`config.mk`:
```
export PLATFORM = sky130hd
export DESIGN_NAME = lab_pipelined_cla_adder_flat
export DESIGN_NICKNAME = d
export VERILOG_FILES = /design/src/rtl/lab_pipelined_cla_adder_if.sv /design/src/rtl/lab_pipelined_cla_adder.sv /design/src/flat_wrapper.sv
export SDC_FILE = /design/constraint.sdc
export NUM_CORES = 1
export LEC_CHECK = 0
export BUFFER_PORTS_ARGS = -buffer_cell sky130_fd_sc_hd__buf_2
export CAP_MARGIN = 25
export CELL_PAD_IN_SITES_DETAIL_PLACEMENT = 0
export CELL_PAD_IN_SITES_GLOBAL_PLACEMENT = 1
export CORE_UTILIZATION = 25
export CTS_CLUSTER_DIAMETER = 50
export CTS_CLUSTER_SIZE = 24
export DETAILED_ROUTE_END_ITERATION = 10
export GPL_TIMING_DRIVEN = 1
export HOLD_SLACK_MARGIN = 0.1
export PLACE_DENSITY = 0.61
export SLEW_MARGIN = 20
export SYNTH_ARGS = -nofsm -noshare
export SYNTH_HDL_FRONTEND = slang
export SYNTH_SLANG_ARGS = --single-unit
```
`constraint.sdc`:
```
create_clock -name clk -period 1.7 [get_ports clk]
set_input_delay 0.425 -clock clk [delete_from_list [all_inputs] [get_ports clk]]
set_output_delay 0.425 -clock clk [all_outputs]
set_load 0.01 [all_outputs]
```
`src/rtl/lab_pipelined_cla_adder_if.sv`:
```
// rtl/lab_pipelined_cla_adder_if.sv - operand/result handshake bundle for the pipelined CLA adder
interface lab_pipelined_cla_adder_if #(
  parameter int WIDTH = 16
);
  logic             in_valid;
  logic             in_ready;
  logic [WIDTH-1:0] a;
  logic [WIDTH-1:0] b;
  logic             cin;
  logic             sub;
  logic             out_valid;
  logic             out_ready;
  logic [WIDTH-1:0] sum;
  logic             cout;
  logic             ovf;
  logic             zero;

  modport master (
    output in_valid, a, b, cin, sub, out_ready,
    input  in_ready, out_valid, sum, cout, ovf, zero
  );

  modport slave (
    input  in_valid, a, b, cin, sub, out_ready,
    output in_ready, out_valid, sum, cout, ovf, zero
  );
endinterface

```
`src/rtl/lab_pipelined_cla_adder.sv`:
```
// rtl/lab_pipelined_cla_adder.sv - pipelined carry-lookahead adder/subtractor, one GROUP-bit slice per stage
module lab_pipelined_cla_adder #(
  parameter int WIDTH = 16,
  parameter int GROUP = 4
) (
  input  logic                   clk,
  input  logic                   rst_n,
  lab_pipelined_cla_adder_if.slave bus
);
  localparam int               STAGES   = WIDTH / GROUP;
  localparam logic [WIDTH-1:0] ALL_ONES = '1;

  logic [STAGES-1:0] vld_q, vld_d;
  logic [STAGES-1:0] c_q, c_d;
  logic [WIDTH-1:0]  a_q [STAGES];
  logic [WIDTH-1:0]  a_d [STAGES];
  logic [WIDTH-1:0]  b_q [STAGES];
  logic [WIDTH-1:0]  b_d [STAGES];
  logic [WIDTH-1:0]  s_q [STAGES];
  logic [WIDTH-1:0]  s_d [STAGES];
  logic              ovf_q, ovf_d;
  logic              zero_q, zero_d;
  logic              stall;

  logic [WIDTH-1:0]  src_a [STAGES];
  logic [WIDTH-1:0]  src_b [STAGES];
  logic [WIDTH-1:0]  src_s [STAGES];
  logic [STAGES-1:0] src_c;
  logic [STAGES-1:0] src_v;
  logic [GROUP-1:0]  p [STAGES];
  logic [GROUP-1:0]  g [STAGES];
  logic [GROUP:0]    cy [STAGES];

  // Fully expanded lookahead: c[i+1] = G[i] | P[i]G[i-1] | ... | P[i..0]c0.
  function automatic logic [GROUP:0] cla_carries(input logic [GROUP-1:0] pp,
                                                  input logic [GROUP-1:0] gg,
                                                  input logic             c0);
    logic [GROUP:0] c;
    logic           term;
    c    = '0;
    c[0] = c0;
    for (int i = 0; i < GROUP; i++) begin
      term = c0;
      for (int j = 0; j <= i; j++) term = term & pp[j];
      c[i+1] = term;
      for (int j = 0; j <= i; j++) begin
        term = gg[j];
        for (int m = j + 1; m <= i; m++) term = term & pp[m];
        c[i+1] = c[i+1] | term;
      end
    end
    return c;
  endfunction

  assign stall        = vld_q[STAGES-1] & ~bus.out_ready;
  assign bus.in_ready = ~stall;

  always_comb begin
    src_a[0] = bus.a;
    src_b[0] = bus.sub ? ~bus.b : bus.b;
    src_c[0] = bus.sub | bus.cin;
    src_s[0] = '0;
    src_v[0] = bus.in_valid;
    for (int k = 1; k < STAGES; k++) begin
      src_a[k] = a_q[k-1];
      src_b[k] = b_q[k-1];
      src_c[k] = c_q[k-1];
      src_s[k] = s_q[k-1];
      src_v[k] = vld_q[k-1];
    end
    for (int k = 0; k < STAGES; k++) begin
      p[k]  = src_a[k][k*GROUP +: GROUP] ^ src_b[k][k*GROUP +: GROUP];
      g[k]  = src_a[k][k*GROUP +: GROUP] & src_b[k][k*GROUP +: GROUP];
      cy[k] = cla_carries(p[k], g[k], src_c[k]);
      // Consumed operand bits are zeroed so they never propagate downstream.
      a_d[k] = src_a[k] & (ALL_ONES << ((k + 1) * GROUP));
      b_d[k] = src_b[k] & (ALL_ONES << ((k + 1) * GROUP));
      s_d[k] = src_s[k];
      s_d[k][k*GROUP +: GROUP] = p[k] ^ cy[k][GROUP-1:0];
      c_d[k]   = cy[k][GROUP];
      vld_d[k] = src_v[k];
    end
    ovf_d  = cy[STAGES-1][GROUP] ^ cy[STAGES-1][GROUP-1];
    zero_d = ~|s_d[STAGES-1];
  end

  // A stall freezes every stage, bubbles included.
  always_ff @(posedge clk or negedge rst_n) begin
    if (!rst_n) begin
      vld_q  <= '0;
      c_q    <= '0;
      ovf_q  <= 1'b0;
      zero_q <= 1'b0;
      for (int k = 0; k < STAGES; k++) begin
        a_q[k] <= '0;
        b_q[k] <= '0;
        s_q[k] <= '0;
      end
    end else if (!stall) begin
      vld_q  <= vld_d;
      c_q    <= c_d;
      ovf_q  <= ovf_d;
      zero_q <= zero_d;
      for (int k = 0; k < STAGES; k++) begin
        a_q[k] <= a_d[k];
        b_q[k] <= b_d[k];
        s_q[k] <= s_d[k];
      end
    end
  end

  assign bus.out_valid = vld_q[STAGES-1];
  assign bus.sum       = s_q[STAGES-1];
  assign bus.cout      = c_q[STAGES-1];
  assign bus.ovf       = ovf_q;
  assign bus.zero      = zero_q;
endmodule

```
`src/flat_wrapper.sv`:
```
// flat-port wrapper written by rule: the top's interface ports become plain ports
module lab_pipelined_cla_adder_flat 
#(
  parameter int WIDTH = 16,
  parameter int GROUP = 4
)
  (clk, rst_n, bus_in_valid, bus_a, bus_b, bus_cin, bus_sub, bus_out_ready, bus_in_ready, bus_out_valid, bus_sum, bus_cout, bus_ovf, bus_zero);
  lab_pipelined_cla_adder_if #(.WIDTH(WIDTH)) bus_i ();
  input  logic clk;
  input  logic rst_n;
  input wire logic [$bits(bus_i.in_valid)-1:0] bus_in_valid;
  input wire logic [$bits(bus_i.a)-1:0] bus_a;
  input wire logic [$bits(bus_i.b)-1:0] bus_b;
  input wire logic [$bits(bus_i.cin)-1:0] bus_cin;
  input wire logic [$bits(bus_i.sub)-1:0] bus_sub;
  input wire logic [$bits(bus_i.out_ready)-1:0] bus_out_ready;
  output wire logic [$bits(bus_i.in_ready)-1:0] bus_in_ready;
  output wire logic [$bits(bus_i.out_valid)-1:0] bus_out_valid;
  output wire logic [$bits(bus_i.sum)-1:0] bus_sum;
  output wire logic [$bits(bus_i.cout)-1:0] bus_cout;
  output wire logic [$bits(bus_i.ovf)-1:0] bus_ovf;
  output wire logic [$bits(bus_i.zero)-1:0] bus_zero;
  assign bus_i.in_valid = bus_in_valid;
  assign bus_i.a = bus_a;
  assign bus_i.b = bus_b;
  assign bus_i.cin = bus_cin;
  assign bus_i.sub = bus_sub;
  assign bus_i.out_ready = bus_out_ready;
  assign bus_in_ready = bus_i.in_ready;
  assign bus_out_valid = bus_i.out_valid;
  assign bus_sum = bus_i.sum;
  assign bus_cout = bus_i.cout;
  assign bus_ovf = bus_i.ovf;
  assign bus_zero = bus_i.zero;
  lab_pipelined_cla_adder #(.WIDTH(WIDTH), .GROUP(GROUP)) u_core (.clk(clk), .rst_n(rst_n), .bus(bus_i));
endmodule
```
After elaboration in Yosys (flattened, before gate mapping)
Index checks and enable logic that the tools add are counted.
Widths: inputs -> output; s select.

word-level totals
  RAM bits = 0
  input port bits = 38
  latch bits = 0
  memory bits (read-only) = 0
  register bits = 98
  memories = 0
  logic and storage cells = 115

cells by class
  multiplexer cells = 1
  eq/ne operators = 0
  shift operators = 0
  bitwise gates (word level) = 98
  $mul = 0
  add/sub/neg operators = 0
  reductions and logical operators = 2
  magnitude comparators = 0
  div/mod/pow operators = 0

operators with widths
  kind              number
  $and 1x1->1       41
  $or 1x1->1        41
  $xor 4x4->4       8
  $and 4x4->4       4
  $mux 16           1
  $not 16->16       1
  $reduce_or 16->1  1
  $not 1->1         2
  $logic_not 1->1   1
  $xor 1x1->1       1

Depth between registers and ports, before layout
Gate-level depths: netlist of run 1.

  word-level depth = 11
  depth in mapped cells = 9
  depth with buffers taken out = 7

Worst setup path after synthesis of run 1
Ideal clock, no wire load.

  kind = input port to flip-flop
  from = in bus_sub
  to = reg u_core.c_q[0]
  library setup time = 124 ps
  slack = -670 ps
  data required time = 1,576 ps
  cell stages on the path = 9
  data arrival time = 2,246 ps
  cells stage by stage = buf_2 -> buf_2 -> xor2_1 -> ha_1 -> ha_1 -> o21a_1 -> o21a_1 -> o21a_1 -> o31a_1

between the ends
  longest elaborated chain between the ends = 10

RTL lines
  what                       RTL line                        text
  start: declaration         flat_wrapper.sv:15              input wire logic [$bits(bus_i.sub)-1:0] bus_sub;
  $mux 16                    lab_pipelined_cla_adder.sv:60   src_b[0] = bus.sub ? ~bus.b : bus.b;
  $xor 4x4->4                lab_pipelined_cla_adder.sv:72   p[k] = src_a[k][k*GROUP +: GROUP] ^ src_b[k][k*GROUP +: GROUP];
  $and 1x1->1 (4 in series)  lab_pipelined_cla_adder.sv:44   for (int j = 0; j <= i; j++) term = term & pp[j];
  $or 1x1->1 (3 in series)   lab_pipelined_cla_adder.sv:49   c[i+1] = c[i+1] | term;
  $or 1x1->1 (*)             lab_pipelined_cla_adder.sv:49
  end signal: assignment     lab_pipelined_cla_adder.sv:91   c_q <= '0;
  end signal: assignment     lab_pipelined_cla_adder.sv:101  c_q <= c_d;
  end: declaration           lab_pipelined_cla_adder.sv:14   logic [STAGES-1:0] c_q, c_d;

Every way passes the cells marked *; elsewhere a longest branch is shown, timed or not.
A chain may end at the register's enable or synchronous reset.

Worst setup path after layout of run 1
  from = reg u_core.a_q[52] in the netlist's numbering
  to = reg u_core.c_q[1]

between the ends
  longest elaborated chain between the ends = 9

RTL lines
  what                              RTL line                        text
  start: declaration                lab_pipelined_cla_adder.sv:15   logic [WIDTH-1:0] a_q [STAGES];
  start signal: indexed assignment  lab_pipelined_cla_adder.sv:105  a_q[k] <= a_d[k];
  $xor 4x4->4                       lab_pipelined_cla_adder.sv:72
  $and 1x1->1 (4 in series)         lab_pipelined_cla_adder.sv:44
  $or 1x1->1 (*) (4 in series)      lab_pipelined_cla_adder.sv:49

Marked as above.

==> results by group, run 1 <==
Logic synthesis
  • Synth Net Count: approximately 520
  • Number of flops mapped to enable cells by yosys: 0
  • Cells after Synth: about 460
  • Ys Warns: 0
  • Ys async rst share: 100%
  • Distinct cells, synth: 29
  • Synthesized area: between 4000 and 5000 µm²
  • Syn Area/Cell: approximately 9.4 µm²
  • Ys flop type: dfrtp_1
  • Register area share after synthesis: between 50% and 60%
  • Synth Register Bits: a little under 100

Layout
  • Antenna cells: 0
  • Register area: 2450 µm²
  • Post-Layout Cell Count: 760
  • Area Growth Syn to Fin: 27.4%
  • Share of layout cells above drive strength 1: between 20% and 30%
  • Fillers: about 1800
  • Nets: approximately 600
  • Area of the multi-input gates: between 1500 and 2000 µm²

Route
  • Vias: about 3100
  • DRC: 0
  • Wire per inst: about 12 µm
  • Via density: around 4
  • Iter 0 DRT Violations: between 150 and 200
  • Final ANT Viol Nets: 0
  • Final WL: ~9000 µm
  • Drt pass-1 iters: 4

STA
  • Clock Skews: just under 9 ps
  • Slew @ Worst Pin: 393 ps
  • WHS: approximately 270 ps
  • Period utilisation layout: 102%
  • Max-slew violation count: 0
  • Fmax: 575 MHz
  • RSZ-0062 raised after global routing: yes
  • Slew HR: approximately three quarters
  • Hold Fails Final Rpt: 0
  • Setup violations, final: 2
  • Final WS setup: -40.5 ps
  • Min cycle time layout: roughly 1700 ps

Placement
  • I/O Buffers: just under 60
  • Hpwl dp: between 6000 and 7000 µm
  • GP Congestion: 0.740
  • DP Worst Slack: -412 ps
  • Placed Instances: about 740

Setup path
  • Critical path required time: 1930 ps
  • Crit-path max cell delay: between 300 and 400 ps
  • Crit path arrival time: a little under 2000 ps
  • CP max FO: 2
  • WS Path Type: flop to flop
  • Most frequent CP cell: o21a_1
  • Cell breakdown of the critical path: ha_1 > ha_2 > o21a_1 > o21a_1 > o21a_1 > o31a_1
  • Startpoint Class: flop
  • Crit end category: flop
  • Slowest-stage cell, CP: dfrtp_1

Clock tree
  • Clock sink count: between 90 and 100
  • H-tree levels: 3
  • CTS tree: yes
  • CTS buffer count: 9
  • Clock root buffer: clkbuf_16
  • Clock latency at the later pin of the worst-skew pair: about 350 ps
  • Bufs on Longest Clock Path: 2
  • Clock transition at path regs: 70 ps

Global routing
  • Vias in the first global route: ~3300
  • Gr usage total: between 10 and 15%
  • First-pass GRT wire length: about 16000 µm
  • Largest net degree at the start of global routing: 78
  • Initial antenna violation count: 0
  • Total grt overflow: 0

Power and ir drop
  • Pwr dens: roughly 1800 nW/µm²
  • Max IR drop VDD: about 580 µV
  • LEAKAGE: roughly 0.0028 µW
  • Total power: 10200 µW

Job
  • Number of max-cap violations: 0

Status
  • Failing checks: negative setup slack
  • Status: complete, but fails checks

Floorplan
  • Die W: 134 µm
  • Row count: 47
  • Die Ht: 134 µm
  • Die ar.: between 15000 and 20000 µm²
  • Number of I/O pins: 59
  • Core ar.: 16800 µm²
  • Initial Util: between 20 and 30%

Min path
  • Worst hold path type: input pin to flop
-- per-layer routing --
| metal | up-vias | wire length [µm] | global-route usage [%] |
|---|---|---|---|
| met3 | 14 | 345 | 2.12 |
| met5 | - | 0 | 0 |
| met2 | 58 | 3880 | 16.4 |
| met4 | 0 | 172 | 4.92 |
| li1 | 1614 | - | - |
| met1 | 1442 | 4620 | 15.6 |
-- Yosys cell counts (all sizes together) (5+ instances only) --
master / number / area [µm²]
a21oi: 6 / 30.0
buf: 16 / 77.6
clkbuf: 7 / 26.3
dfrtp: 98 / 2450
ha: 20 / 250
nand2: 221 / 830
nor2: 7 / 26.3
nor3: 8 / 40.0
o21a: 9 / 67.6
o21ai: 19 / 95.1
o31ai: 6 / 45.0
xnor2: 16 / 140
xor2: 5 / 43.8
-- report_power, final --
part           total [µW]  internal (µW)  switching (µW)
combinational        3870           1790            2080
clock                2370           1480             886
sequential           3990           3370             624
-- registers in the layout (all words and copies together), names as in the netlist --
name             cells
u_core.a_q          12
u_core.b_d          12
u_core.vld_q         4
u_core.bus.ovf       1
u_core.c_q           4
u_core.bus.zero      1
u_core.b_q          12
u_core.a_d          12
u_core.bus.sum      16
u_core.s_d          24
-- worst max-delay path, delay by kind of cell (launching register included) --
kind	cells	cell delay (ps)
adder cells (fa/ha/maj)	2	480
AO/OA/AOI/OAI	4	760
flip-flops	1	380
-- worst paths after layout --
check                                                   start                             to  slack [ps]  cells past startpoint
max in group asynchronous                               rst_n     u_core.b_d[41]$_DFFE_PN0N_         640                      3
worst min-delay path                                bus_a[15]     u_core.a_d[47]$_DFFE_PN0N_         270                      3
worst min register to register  u_core.bus.sum[8]$_DFFE_PN0N_  u_core.bus.sum[8]$_DFFE_PN0N_         460                      2
min in group asynchronous                               rst_n     u_core.s_d[34]$_DFFE_PN0N_         520                      2
worst max-delay path               u_core.a_q[52]$_DFFE_PN0N_      u_core.c_q[1]$_DFFE_PN0N_         -40                      6
worst max register to register     u_core.a_q[52]$_DFFE_PN0N_      u_core.c_q[1]$_DFFE_PN0N_         -40                      6
-- repair_timing --
action	4_1_cts	5_1_grt
gates resized for setup	9	12
pin swaps	7	7
endpoints found under the hold margin	20	0
hold buffers	1	0
buffers inserted	1	2
endpoints found under the setup margin	10	13
-- cells in the final DEF, fill, tap and decap left out, types with 3 or more instances in the layout --
master,instances
nand2b_1,4
xor2_1,4
ha_2,4
dfrtp_1,98
nand2_1,221
buf_2,56
clkbuf_16,9
o31a_1,3
nor3_2,3
o31ai_1,4
inv_1,3
a21oi_1,4
buf_12,4
bufinv_16,3
nor2_1,7
nor3_1,4
o21a_1,9
o21ai_1,17
buf_4,22
fa_1,4
ha_1,16
xnor2_1,15
-- per-stage QoR --
step | setup TNS, ps | cell area, µm² | util [%]
floorplan | -1110 | 4380 | -
global placement | -1130 | 5060 | 30.2
detailed placement | -1490 | 5060 | 30.2
CTS | -227 | 5460 | 32.6
global route | -544 | 5540 | 33.1
finish | -76.3 | 5540 | 33.1
-- logic make-up (layout without fill, tap and decap cells) --
kind of cell	after synthesis	after routing	synth area share [%]
AO/OA/AOI/OAI	45	45	6.50
adder cells (fa/ha/maj)	24	24	7.59
flip-flops	98	98	56.4
AND/OR/NAND/NOR	246	246	22.3
XOR/XNOR	21	21	4.23
buffers and inverters	27	105	2.73
multiplexers	1	1	0.230
-- area by class of cell --
| cell class | instances | share of cell area, % |
|---|---|---|
| repair buffers | 85 | 10.1 |
| clock inverters | 6 | 2.05 |
| well taps | 220 | 4.97 |
| inverters | 4 | 0.271 |
| multi-input cells | 337 | 34.0 |
| flip-flops and latches | 98 | 44.3 |
| clock buffers | 10 | 4.31 |
Note: power is estimated with default switching activity, not from simulation.
==> run 2, diff against run 1 <==
--- a/config.mk
+++ b/config.mk
@@ -5,7 +5,7 @@
 export SDC_FILE = /design/constraint.sdc
 export NUM_CORES = 1
 export LEC_CHECK = 0
-export BUFFER_PORTS_ARGS = -buffer_cell sky130_fd_sc_hd__buf_2
+export BUFFER_PORTS_ARGS = -buffer_cell sky130_fd_sc_hd__buf_4
 export CAP_MARGIN = 25
 export CELL_PAD_IN_SITES_DETAIL_PLACEMENT = 0
 export CELL_PAD_IN_SITES_GLOBAL_PLACEMENT = 1
@@ -15,7 +15,7 @@
 export DETAILED_ROUTE_END_ITERATION = 10
 export GPL_TIMING_DRIVEN = 1
 export HOLD_SLACK_MARGIN = 0.1
-export PLACE_DENSITY = 0.61
+export PLACE_DENSITY = 0.5
 export SLEW_MARGIN = 20
 export SYNTH_ARGS = -nofsm -noshare
 export SYNTH_HDL_FRONTEND = slang
==> results by group, run 2 (synthesis results as in run 1) <==
Route
  • Vias: 3117 (-0.35%)
  • Wire per inst: 12.5 µm (+5.2%)
  • Metal-1 WL: 5000 µm (+8.4%)
  • Met2 wire length: 3990 µm (+2.9%)
  • Via density: 4.10 (-0.48%)
  • Drt pass-1 iters: 4 (unchanged)
  • Final WL: 9490 µm (+5.3%)
  • Final ANT Viol Nets: 0 (unchanged)
  • DRC: 0 (unchanged)
  • DR top layer: met4
  • Metal3 WL: 276 µm (-20%)
  • Iter 0 DRT Violations: 143 (-6.5%)

Global routing
  • Vias in the first global route: 3170 (-3.8%)
  • First-pass GRT wire length: 16400 µm (+3.5%)
  • Largest net degree at the start of global routing: 86 (+10%)
  • Total grt overflow: 0 (unchanged)
  • Initial antenna violation count: 0 (unchanged)
  • Gr usage total: 11.7% (+0.65 points)

Setup path
  • Cell breakdown of the critical path: ha_1 > ha_2 > o21a_1 > o21a_1 > o21a_1 > o31a_1
  • Startpoint Class: flop
  • CP max FO: 2 (unchanged)
  • Most frequent CP cell: o21a_1
  • R2R depth: 6 (unchanged)
  • WS Path Type: flop to flop
  • Crit-path max cell delay: 380 ps (about the same)
  • Crit end category: flop
  • Slowest-stage cell, CP: dfrtp_1
  • Crit path arrival time: 2010 ps (+40 ps)
  • Critical path required time: 1940 ps (about the same)
  • Buf/Inv on CP: 0 (unchanged)
  • WP depth: 6 (unchanged)
  • Top delay family on crit path: compound AO/OA/AOI/OAI gates

Placement
  • Hpwl dp: 6620 µm (+4.6%)
  • GP Congestion: 0.725 (-1.9%)
  • Placed cell areas: 5190 µm² (+2.6%)
  • I/O Buffers: 58 (unchanged)
  • Placed Instances: 741 (unchanged)

Layout
  • Post-Layout Cell Count: 761 (+0.13%)
  • Commonest non-fill, non-tap cells in the layout: nand2_1, dfrtp_1, buf_4
  • Final core occ: 33.8% (+0.75 points)
  • Share of layout cells above drive strength 1: 23.1% (+0.88 points)
  • Max FFs per register: 24 (unchanged)
  • Nets: 598 (+0.17%)
  • Most common cell after layout, fill and taps aside: nand2_1
  • Fillers: 1768 (+0.74%)
  • Cell area after layout: 5670 µm² (+2.3%)
  • Antenna cells: 0 (unchanged)
  • Area Growth Syn to Fin: 30.3%

STA
  • Slew HR: 73.3% (-0.33 points)
  • Hold Fails Final Rpt: 0 (unchanged)
  • Max-slew violation count: 0 (unchanged)
  • Fmax: 564 MHz (-1.9%)
  • Min cycle time layout: 1770 ps (+33.0 ps)
  • Clock Skews: 4.99 ps (-3.71 ps)
  • RSZ-0062 raised after global routing: yes
  • Setup violations, final: 3 (+1)
  • Final WS setup: -73.6 ps (-33.0 ps)
  • Period utilisation layout: 104% (+1.9 points)
  • Slew @ Worst Pin: 397 ps (+3.80 ps)

Floorplan
  • Die ar.: 17900 µm² (unchanged)
  • Row count: 47 (unchanged)
  • Core ar.: 16800 µm² (unchanged)
  • Die Ht: 134 µm (unchanged)
  • Die W: 134 µm (unchanged)
  • Number of I/O pins: 59 (unchanged)
  • Initial Util: 26.0% (unchanged)

Clock tree
  • Clock root buffer: clkbuf_16
  • CTS tree: yes
  • Clock transition at path regs: 70 ps (about the same)
  • Bufs on Longest Clock Path: 2 (unchanged)
  • Clock latency at the later pin of the worst-skew pair: 350 ps (about the same)
  • H-tree levels: 3 (unchanged)
  • Clock sink count: 98 (unchanged)
  • CTS buffer count: 9 (unchanged)

Power and ir drop
  • LEAKAGE: 0.00279 µW (+0.94%)
  • Total power: 10200 µW (+0.19%)
  • Pwr dens: 1810 nW/µm² (-2.0%)
  • Max IR drop VDD: 557 µV (-3.4%)

Job
  • Number of max-cap violations: 0 (unchanged)

Status
  • Status: complete, but fails checks
  • Failing checks: negative setup slack

Min path
  • Hold Path Stages: 3 (unchanged)
  • Worst hold path type: input pin to flop
-- run 2: cell types whose count changed in the layout (fill, tap and decap cells not counted), moves of 3 or more --
cell / delta
buf_2: -56
o31ai_1: -3
buf_4: +58
o31ai_2: +5
-- run 2: area by class of cell --
class | instances | area [µm²] | share of cell area (%)
clock buffers | 10 | 239 | 4.22
clock inverters | 6 | 66.3 | 1.17
inverters | 4 | 17.5 | 0.309
multi-input cells | 337 | 1920 | 34.0
flip-flops and latches | 98 | 2450 | 43.3
well taps | 220 | 275 | 4.86
repair buffers | 86 | 693 | 12.2
-- run 2: path summary, 6_finish.rpt --
path	from	slack [ps]	to
worst max-delay path	u_core.a_q[52]$_DFFE_PN0N_	-70	u_core.c_q[1]$_DFFE_PN0N_
worst max register to register	u_core.a_q[52]$_DFFE_PN0N_	-70	u_core.c_q[1]$_DFFE_PN0N_
max in group asynchronous	rst_n	750	u_core.a_q[30]$_DFFE_PN0N_
min in group asynchronous	rst_n	410	u_core.vld_q[3]$_DFFE_PN0N_
worst min register to register	u_core.bus.sum[12]$_DFFE_PN0N_	470	u_core.bus.sum[12]$_DFFE_PN0N_
worst min-delay path	bus_a[5]	260	u_core.a_q[53]$_DFFE_PN0N_
-- run 2: timing repair --
action | in CTS | in global routing
pin swaps | 2 | 2
hold endpoints to repair | 46 | 0
hold buffers | 1 | 0
buffers inserted | 2 | 1
resized for setup | 11 | 15
setup endpoints to repair | 10 | 13
-- run 2: worst register-to-register path, cell delays in order, from the launching register on --
cell,delay (ps)
dfrtp_1,380
ha_1,310
ha_2,190
o21a_1,170
o21a_1,180
o21a_1,190
o31a_1,230
-- run 2: metrics by stage --
step	setup TNS, ps	worst slack [ps]	hold WS, ps
3_3_place_gp	-1060	-353	236
2_1_floorplan	-1110	-463	129
6_report	-95.2	-73.6	265
5_1_grt	-389	-126	265
4_1_cts	-181	-68.5	252
3_5_place_dp	-1560	-399	234
-- run 2: where the power goes --
| group | leakage (µW) | switching (µW) | internal [µW] |
|---|---|---|---|
| Sequential | 0.00118 | 668 | 3370 |
| Combinational | 0.00146 | 2120 | 2000 |
| Clock | 0.000141 | 911 | 1180 |
| Total | 0.00279 | 3690 | 6550 |
-- run 2: layer usage --
layer	vias up	GRT usage (%)
li1	1621	-
met1	1432	16.6
met2	51	16.7
met3	13	2.23
met4	0	6.25
met5	-	0
